## config.mk

```make
export PLATFORM = sky130hd
export DESIGN_NAME = arm_code_emitter_flat
export DESIGN_NICKNAME = d
export VERILOG_FILES = /design/src/rtl/arm_code_emitter_pkg.sv /design/src/rtl/arm_code_emitter_if.sv /design/src/rtl/arm_code_emitter_field_merge.sv /design/src/rtl/arm_code_emitter.sv /design/src/flat_wrapper.sv
export SDC_FILE = /design/constraint.sdc
export NUM_CORES = 1
export LEC_CHECK = 0
export ABC_AREA = 0
export CAP_MARGIN = 10
export CELL_PAD_IN_SITES_DETAIL_PLACEMENT = 1
export CELL_PAD_IN_SITES_GLOBAL_PLACEMENT = 2
export CORE_MARGIN = 1.5
export CORE_UTILIZATION = 22
export DETAILED_ROUTE_END_ITERATION = 7
export PLACE_DENSITY_LB_ADDON = 0.1
export SYNTH_ARGS = -nofsm -noshare
export SYNTH_HDL_FRONTEND = slang
export SYNTH_HIERARCHICAL = 1
export SYNTH_SLANG_ARGS = --single-unit
```

## constraint.sdc

```tcl
create_clock -name clk -period 2 [get_ports clk]
set_clock_uncertainty 0.15 [all_clocks]
set_input_delay 0.2 -clock clk [delete_from_list [all_inputs] [get_ports clk]]
set_output_delay 0.2 -clock clk [all_outputs]
set_load 0.02 [all_outputs]
```

## src/rtl/arm_code_emitter_pkg.sv

```systemverilog
// Shared constants for the ARM code emitter: substitution codes, FSM encoding, default widths.
// Combinational helper only; no storage, no handshake.
package arm_code_emitter_pkg;

    localparam int DEF_DATA_W = 32;
    localparam int DEF_ADDR_W = 10;
    localparam int DEF_CNT_W  = 16;

    typedef enum logic [1:0] {
        SUBST_NONE  = 2'd0,
        SUBST_IMM8  = 2'd1,
        SUBST_REG   = 2'd2,
        SUBST_IMM12 = 2'd3
    } subst_e;

    localparam int STATE_W = 2;

    typedef enum logic [STATE_W-1:0] {
        ST_IDLE   = 2'd0,
        ST_POP_LO = 2'd1,
        ST_POP_HI = 2'd2,
        ST_EMIT   = 2'd3
    } state_e;

    // Wide immediates are queued high byte first, so they start at POP_HI.
    function automatic state_e first_state(input subst_e s);
        case (s)
            SUBST_NONE:  return ST_EMIT;
            SUBST_IMM12: return ST_POP_HI;
            default:     return ST_POP_LO;
        endcase
    endfunction

endpackage

```

## src/rtl/arm_code_emitter_if.sv

```systemverilog
// Translator / parameter-queue / code-RAM signal bundle seen by the emitter.
// master = emitter side, slave = translator and memory side.
interface arm_code_emitter_if #(
    parameter int DATA_W = 32,
    parameter int ADDR_W = 10,
    parameter int CNT_W  = 16
);
    logic              iter_valid;
    logic [DATA_W-1:0] tpl_word;
    logic [1:0]        tpl_subst;
    logic [7:0]        q_data;
    logic              q_empty;
    logic              q_pop;
    logic              start_load;
    logic [ADDR_W-1:0] start_adr;
    logic              code_wr_en;
    logic [ADDR_W-1:0] code_wr_addr;
    logic [DATA_W-1:0] code_wr_data;
    logic              code_wr_ready;
    logic              waiting;
    logic [CNT_W-1:0]  emitted_count;
    logic              imm_ovf;

    modport master (
        input  iter_valid, tpl_word, tpl_subst, q_data, q_empty,
               start_load, start_adr, code_wr_ready,
        output q_pop, code_wr_en, code_wr_addr, code_wr_data,
               waiting, emitted_count, imm_ovf
    );

    modport slave (
        output iter_valid, tpl_word, tpl_subst, q_data, q_empty,
               start_load, start_adr, code_wr_ready,
        input  q_pop, code_wr_en, code_wr_addr, code_wr_data,
               waiting, emitted_count, imm_ovf
    );
endinterface

```

## src/rtl/arm_code_emitter_field_merge.sv

```systemverilog
// Merges one parameter byte into the held template word according to the substitution code.
// Purely combinational, zero latency; no backpressure.
module arm_field_merge
    import arm_code_emitter_pkg::*;
#(
    parameter int DATA_W = DEF_DATA_W
) (
    input  logic [DATA_W-1:0] word_i,
    input  subst_e            subst_i,
    input  logic [7:0]        byte_i,
    input  logic              hi_sel_i,
    output logic [DATA_W-1:0] word_o,
    output logic              ovf_o
);

    always_comb begin
        word_o = word_i;
        ovf_o  = 1'b0;
        case (subst_i)
            SUBST_IMM8: word_o[7:0] = byte_i;
            SUBST_REG:  word_o[15:12] = byte_i[3:0];
            SUBST_IMM12: begin
                // Only 12 immediate bits exist; a non-zero top nibble cannot be encoded.
                if (hi_sel_i) begin
                    word_o[11:8] = byte_i[3:0];
                    ovf_o        = |byte_i[7:4];
                end else begin
                    word_o[7:0] = byte_i;
                end
            end
            default: ;
        endcase
    end

endmodule

```

## src/rtl/arm_code_emitter.sv

```systemverilog
// Assembles template words with queued operand bytes and writes them to the code RAM.
// Latency 1 cycle plus one per popped byte; stalls on empty queue and holds the write until code_wr_ready.
module arm_code_emitter
    import arm_code_emitter_pkg::*;
#(
    parameter int DATA_W = DEF_DATA_W,
    parameter int ADDR_W = DEF_ADDR_W,
    parameter int CNT_W  = DEF_CNT_W
) (
    input  logic               clk,
    input  logic               reset,
    arm_code_emitter_if.master ce
);

    state_e            state_q, state_d;
    logic [DATA_W-1:0] hold_q,  hold_d;
    subst_e            subst_q, subst_d;
    logic [ADDR_W-1:0] ptr_q,   ptr_d;
    logic [CNT_W-1:0]  cnt_q,   cnt_d;
    logic              ovf_q,   ovf_d;

    logic              pop_state;
    logic              pop_fire;
    logic              accept;
    logic              wr_done;
    logic [DATA_W-1:0] merged_word;
    logic              merged_ovf;

    assign pop_state = (state_q == ST_POP_HI) || (state_q == ST_POP_LO);
    assign pop_fire  = pop_state && !ce.q_empty;
    assign accept    = (state_q == ST_IDLE) && ce.iter_valid;
    assign wr_done   = (state_q == ST_EMIT) && ce.code_wr_ready;

    arm_field_merge #(.DATA_W(DATA_W)) u_merge (
        .word_i   (hold_q),
        .subst_i  (subst_q),
        .byte_i   (ce.q_data),
        .hi_sel_i (state_q == ST_POP_HI),
        .word_o   (merged_word),
        .ovf_o    (merged_ovf)
    );

    always_ff @(posedge clk) begin
        if (reset) state_q <= ST_IDLE;
        else       state_q <= state_d;
    end

    always_comb begin
        state_d = state_q;
        case (state_q)
            ST_IDLE:   if (ce.iter_valid) state_d = first_state(subst_e'(ce.tpl_subst));
            ST_POP_HI: if (!ce.q_empty) state_d = ST_POP_LO;
            ST_POP_LO: if (!ce.q_empty) state_d = ST_EMIT;
            ST_EMIT:   if (ce.code_wr_ready) state_d = ST_IDLE;
            default:   state_d = ST_IDLE;
        endcase
    end

    // Pop is suppressed during reset so an aborted word never consumes a byte.
    always_comb begin
        ce.waiting       = (state_q != ST_IDLE);
        ce.q_pop         = pop_fire && !reset;
        ce.code_wr_en    = (state_q == ST_EMIT);
        ce.code_wr_addr  = ptr_q;
        ce.code_wr_data  = hold_q;
        ce.emitted_count = cnt_q;
        ce.imm_ovf       = ovf_q;
    end

    always_comb begin
        hold_d  = hold_q;
        subst_d = subst_q;
        ptr_d   = ptr_q;
        cnt_d   = cnt_q;
        ovf_d   = ovf_q;
        if ((state_q == ST_IDLE) && ce.start_load) ptr_d = ce.start_adr;
        if (accept) begin
            hold_d  = ce.tpl_word;
            subst_d = subst_e'(ce.tpl_subst);
        end
        if (pop_fire) begin
            hold_d = merged_word;
            ovf_d  = ovf_q | merged_ovf;
        end
        if (wr_done) begin
            ptr_d = ptr_q + ADDR_W'(1);
            cnt_d = cnt_q + CNT_W'(1);
        end
    end

    always_ff @(posedge clk) begin
        if (reset) begin
            hold_q  <= '0;
            subst_q <= SUBST_NONE;
            ptr_q   <= '0;
            cnt_q   <= '0;
            ovf_q   <= 1'b0;
        end else begin
            hold_q  <= hold_d;
            subst_q <= subst_d;
            ptr_q   <= ptr_d;
            cnt_q   <= cnt_d;
            ovf_q   <= ovf_d;
        end
    end

endmodule

```

## src/flat_wrapper.sv

```systemverilog
// flat-port wrapper written by rule: the top's interface ports become plain ports
module arm_code_emitter_flat import arm_code_emitter_pkg::*;
#(
    parameter int DATA_W = DEF_DATA_W,
    parameter int ADDR_W = DEF_ADDR_W,
    parameter int CNT_W  = DEF_CNT_W
)
  (clk, reset, ce_iter_valid, ce_tpl_word, ce_tpl_subst, ce_q_data, ce_q_empty, ce_start_load, ce_start_adr, ce_code_wr_ready, ce_q_pop, ce_code_wr_en, ce_code_wr_addr, ce_code_wr_data, ce_waiting, ce_emitted_count, ce_imm_ovf);
  arm_code_emitter_if #(.DATA_W(DATA_W), .ADDR_W(ADDR_W), .CNT_W(CNT_W)) ce_i ();
  input  logic clk;
  input  logic reset;
  input wire logic [$bits(ce_i.iter_valid)-1:0] ce_iter_valid;
  input wire logic [$bits(ce_i.tpl_word)-1:0] ce_tpl_word;
  input wire logic [$bits(ce_i.tpl_subst)-1:0] ce_tpl_subst;
  input wire logic [$bits(ce_i.q_data)-1:0] ce_q_data;
  input wire logic [$bits(ce_i.q_empty)-1:0] ce_q_empty;
  input wire logic [$bits(ce_i.start_load)-1:0] ce_start_load;
  input wire logic [$bits(ce_i.start_adr)-1:0] ce_start_adr;
  input wire logic [$bits(ce_i.code_wr_ready)-1:0] ce_code_wr_ready;
  output wire logic [$bits(ce_i.q_pop)-1:0] ce_q_pop;
  output wire logic [$bits(ce_i.code_wr_en)-1:0] ce_code_wr_en;
  output wire logic [$bits(ce_i.code_wr_addr)-1:0] ce_code_wr_addr;
  output wire logic [$bits(ce_i.code_wr_data)-1:0] ce_code_wr_data;
  output wire logic [$bits(ce_i.waiting)-1:0] ce_waiting;
  output wire logic [$bits(ce_i.emitted_count)-1:0] ce_emitted_count;
  output wire logic [$bits(ce_i.imm_ovf)-1:0] ce_imm_ovf;
  assign ce_i.iter_valid = ce_iter_valid;
  assign ce_i.tpl_word = ce_tpl_word;
  assign ce_i.tpl_subst = ce_tpl_subst;
  assign ce_i.q_data = ce_q_data;
  assign ce_i.q_empty = ce_q_empty;
  assign ce_i.start_load = ce_start_load;
  assign ce_i.start_adr = ce_start_adr;
  assign ce_i.code_wr_ready = ce_code_wr_ready;
  assign ce_q_pop = ce_i.q_pop;
  assign ce_code_wr_en = ce_i.code_wr_en;
  assign ce_code_wr_addr = ce_i.code_wr_addr;
  assign ce_code_wr_data = ce_i.code_wr_data;
  assign ce_waiting = ce_i.waiting;
  assign ce_emitted_count = ce_i.emitted_count;
  assign ce_imm_ovf = ce_i.imm_ovf;
  arm_code_emitter #(.DATA_W(DATA_W), .ADDR_W(ADDR_W), .CNT_W(CNT_W)) u_core (.clk(clk), .reset(reset), .ce(ce_i));
endmodule
```

== Word-level counts from Yosys, hierarchy flattened ==
Index checks and enable logic that the tools add are counted.
Widths: inputs -> output; s select.

* Register bits after elaboration: 63
* Input bits: 58
* Output and inout bits: 62
* Word-level logic and storage cells: 65

* Add/sub/neg operators: 2
* Equal/unequal tests: 16
* Mux-type cells: 17
* Bitwise logic cells: 2
* Reductions and logical operators: 19

{| class="wikitable"
|+ Operators with widths
! cell !! count
|-
| $mux 16 || 2
|-
| $mux 10 || 2
|-
| $add 16x1->16 const B || 1
|-
| $pmux 8 s2 || 1
|-
| $ne 2x2->1 const B || 7
|-
| $mux 4 || 3
|-
| $add 10x1->10 const B || 1
|-
| $eq 2x2->1 const B || 5
|-
| $mux 2 || 4
|-
| $mux 8 || 1
|-
| $pmux 2 s4 || 1
|-
| $ne 3x3->1 const B || 2
|-
| $reduce_and 3->1 || 2
|-
| $reduce_bool 2->1 || 3
|-
| $logic_and 1x1->1 || 5
|-
| $eq 2x1->1 const B || 2
|-
| $logic_not 2->1 || 2
|-
| $pmux 2 s2 || 1
|-
| $reduce_and 2->1 || 2
|-
| $reduce_and 4->1 || 1
|-
| $reduce_or 4->1 || 1
|-
| $logic_not 1->1 || 2
|-
| $mux 1 || 2
|-
| $logic_or 1x1->1 || 1
|-
| other kinds (2) || 2
|}

== Longest topological paths before layout ==
* Word-level depth: 5
* Mapped depth: 7
* Depth with buffers taken out: 6

== By module ==
Netlist, hierarchy kept.

{| class="wikitable"
|+ Modules (own cells, without submodules)
! module !! instances !! cells an instance !! area an instance (um^2) !! sequential area each (um^2)
|-
| arm_code_emitter || 1 || 369 || 2962.8 || 1261.2
|-
| arm_field_merge || 1 || 37 || 340.3 || 0.0
|}

== Worst setup path after synthesis ==
No wires, ideal clock.

* Kind: reg2reg
* From: register u_core.state_q[0]
* To: register u_core.ptr_q[9] (netlist: u_core/ce.code_wr_addr[9])
* Setup time: 74 ps
* Arrival: 1836 ps
* Required time: 1776 ps
* Setup slack: -60 ps
* Cell stages (with the launch flop): 7
* Path buffers: 1
* Clock period less this slack: 2060 ps
* Cells stage by stage: dfxtp_1 > ha_1 > and2_4 > buf_8 > nand4_4 > or4_1 > a31oi_1

* Longest elaborated chain between the ends: 3
* Elaborated cells between the ends (all ways): 6
* Classes of those cells: eq/ne (1); mux (1); reduce/logical (4)

{| class="wikitable"
|+ Ends and longest elaborated chain
! element !! RTL line !! text
|-
| start: declaration || arm_code_emitter.sv:15 || <nowiki>state_e state_q, state_d;</nowiki>
|-
| start signal: assignment || arm_code_emitter.sv:45 || <nowiki>else state_q <= state_d;</nowiki>
|-
| $eq 2x2->1 (*) || n/a ||
|-
| via ce_code_wr_en || flat_wrapper.sv:21 || <nowiki>output wire logic [$bits(ce_i.code_wr_en)-1:0] ce_code_wr_en;</nowiki>
|-
| $logic_and 1x1->1 (*) || arm_code_emitter.sv:32 || <nowiki>assign wr_done = (state_q == ST_EMIT) && ce.code_wr_ready;</nowiki>
|-
| $mux 10 or $reduce_bool 2->1 (tied branches) || n/a ||
|-
| end signal: assignment || arm_code_emitter.sv:101 || <nowiki>ptr_q <= ptr_d;</nowiki>
|-
| end: declaration || arm_code_emitter.sv:18 || <nowiki>logic [ADDR_W-1:0] ptr_q, ptr_d;</nowiki>
|}

The timed path passes the listed nets; every way through them passes the cells marked *.
A chain may end at the register's enable or synchronous reset.

== Final worst setup path ==
* From: register u_core.ptr_q[2] (netlist: u_core/ce.code_wr_addr[2])
* To: output ce_code_wr_addr[2]

{| class="wikitable"
|+ RTL lines
! element !! RTL line !! text
|-
| end: declaration || flat_wrapper.sv:22 || <nowiki>output wire logic [$bits(ce_i.code_wr_addr)-1:0] ce_code_wr_addr;</nowiki>
|}

No word-level cell between the ends.

==> run metrics <==
largest net degree at the start of global routing=65; non-filler instance count after layout=~710; crit path time final=1.86 ns; Avg Inst Size Synth=8.14 um2; clk sinks=63; Seq/Total Area, Yosys=roughly two fifths; crit path DAT=~1.5 ns; Setup crit end kind=output port; vias in the first global route=between 3,000 and 4,000; Slew Limit Fails=0; Max clock buf depth=2; status=complete, no violations; first drt pass iteration count=4; Horiz. Die Dim=126 um; RR Startpoint=u_core/state_q[1]; Diodes inserted=0; first-pass GRT wire length=18,000 um; Layout area overhead=50.5%; Synth area leader=dfxtp_1; Starting Density=22.6%; 1st-iter DRT viols=104; Synth Instances=406; Clock Power Share=23.3%; Seq pwr share=32.0%; detailed-placement wirelength estimate=7890 um; Synth async-reset ratio=0%; Area contributors post-synth=dfxtp_1 38%, a311oi_1 8.8%, nand3_1 7.1%; total track usage=between 10% and 20%; worst-margin pin slew=0.413 ns; Post-synth EDFFs=0; wire per inst=16.2 um; cell chain of the critical path=clkdlybuf4s50_1; Final Hold Viols=0; hold path start=reset; max_slew headroom=72.5%; PortBufs=119; Peak VDD IR=about 0.00053 V; pwr/cell area=1230 nW/um2; Worst-path clk slew=roughly 0.05 ns; RSZ-0062 raised after global routing=false; critical path launch point type=register; Psw=0.00233 W; Filler cells=between 1,500 and 2,000; WS Path Type=reg -> out; initial antenna violation count=0; library cells used by synthesis=38; layout cells sized above 1=12.5%; worst-path maximum fanout=7; worst path required time=1.65 ns; pre-CTS setup slack=0.0190 ns; Vias=3,378; CP startpoint=u_core/ce.code_wr_addr[2]; Fmax=538 MHz; number of CTS-inserted buffers=9; TritonCTS clock tree=yes; placed insts=689; Comb pwr share=44.7%; Final TNS setup=0 ns; setup ws final=0.140 ns; leak pwr=between 1.5 and 2 nW; Syn Std Cell Area=3300 um2; IO Pins=between 100 and 150; Final Core Density=34.1%; clk_lat worst skew=0.34 ns; antenna-violating nets left=0; Fin Hold WS=roughly 0.057 ns; Final period util=93.0%; Final setup viols=0; Yosys warning count=6; Core Area=between 10,000 and 15,000 um2; Buf/Inv on CP=1; site row count=44; CTS Root Cell=clkbuf_16; Seq cells post-synth=63; Internal=0.00376 W; CP peak stage delay=0.67 ns; vias per cell=4.79; total gr overflow=0; Yosys top cell area share=38.2%; Die Area=15,800 um2; crit path max-delay cell type=clkdlybuf4s50_1; switching fraction of total power=38.2%; Main synth FF type=dfxtp_1; HP Class=in -> reg; max-cap violations=0; drt total wl=11,400 um; RD Place Congestion=0.768; nets=583; Synthesized Nets=472; die extent in y=126 um; Top delay family on crit path=buffers and inverters; H-tree depth=3; DR DRC count=0
==> path summary, 6_finish.rpt <==
kind                            slack (ns)  cells after the start                     endpoint
worst max-delay path                  0.14                      1           ce_code_wr_addr[2]
worst min-delay path                  0.06                      2  u_core/ce.emitted_count[11]
worst max register to register        0.15                      6    u_core/ce.code_wr_addr[7]
worst min register to register        0.33                      2            u_core/ce.imm_ovf
==> Yosys cell counts (all sizes together), types with 4 or more instances <==
library cell,n
a21oi,11
a311oi,33
a31oi,6
buf,23
clkbuf,19
dfxtp,63
ha,8
inv,10
mux2,17
nand2,55
nand3,47
nand4,8
nor2,56
nor3,5
nor4,6
o211ai,4
xnor2,10
==> metal layers <==
layer / wire length (um) / part of all wire [%] / up-vias / track usage (%)
li1: - / - / 1658 / -
met1: 5200 / 46 / 1626 / 17.8
met2: 5320 / 47 / 79 / 23.4
met3: 634 / 5.6 / 15 / 4.15
met4: 228 / 2.0 / 0 / 6.89
met5: 0 / 0 / - / 0
==> layout make-up <==
type / instances / area (um2) / share of cell area, %
well taps: 184 / 230 / 4.63
flip-flops and latches: 63 / 1260 / 25.4
multi-input cells: 291 / 1780 / 35.8
clock inverters: 1 / 5.00 / 0.101
inverters: 10 / 37.5 / 0.755
clock buffers: 14 / 254 / 5.11
repair buffers: 142 / 1400 / 28.2
==> flip-flops by register name (all words and copies together), names as in the netlist <==
signal and flops:
u_core/subst_q 2, u_core/ce.code_wr_addr 10, u_core/ce.code_wr_data 32, u_core/state_q 2
u_core/ce.imm_ovf 1, u_core/ce.emitted_count 16
==> what timing repair did <==
action | CTS | global route
hold buffers | 0 | 0
pin swaps | 0 | 1
setup buffers | 0 | 1
setup endpoints to repair | 3 | 14
gates resized for setup | 5 | 2
==> stage by stage <==
step	instance area [um2]	power, W
finish	4970	0.00609
global route	4970	0.00651
CTS	4960	0.00620
global placement	4700	0.00467
floorplan	3310	0.00358
detailed placement	4700	0.00472
==> placed cells by master, fill, tap and decap left out, types with 7 or more instances in the layout <==
cell / n
inv_1: 10
clkbuf_16: 9
nand4_1: 7
dfxtp_1: 62
nand2_1: 54
mux2_2: 17
clkdlybuf4s50_1: 115
xnor2_1: 10
a21oi_1: 11
buf_4: 19
a311oi_1: 33
nand3_1: 47
nor2_1: 56
ha_1: 7
==> power by group through the flow <==
stage	Combinational, W	Clock, W	Sequential, W
CTS	0.00275	0.00150	0.00195
global placement	0.00272	0	0.00195
global route	0.00295	0.00154	0.00201
detailed placement	0.00275	0	0.00197
finish	0.00273	0.00142	0.00195
floorplan	0.00126	0	0.00233
==> cells by family (layout without fill, tap and decap cells) <==
| family | after synthesis | in the layout | synth area share, % |
|---|---|---|---|
| compound gates | 64 | 64 | 15.3 |
| xor+xnor | 13 | 13 | 3.45 |
| fa+ha+maj | 8 | 8 | 3.03 |
| buf+inv | 52 | 167 | 8.07 |
| flops | 63 | 63 | 38.2 |
| mux | 17 | 17 | 5.80 |
| simple gates | 189 | 189 | 26.1 |
Note: power is estimated with default switching activity, not from simulation.
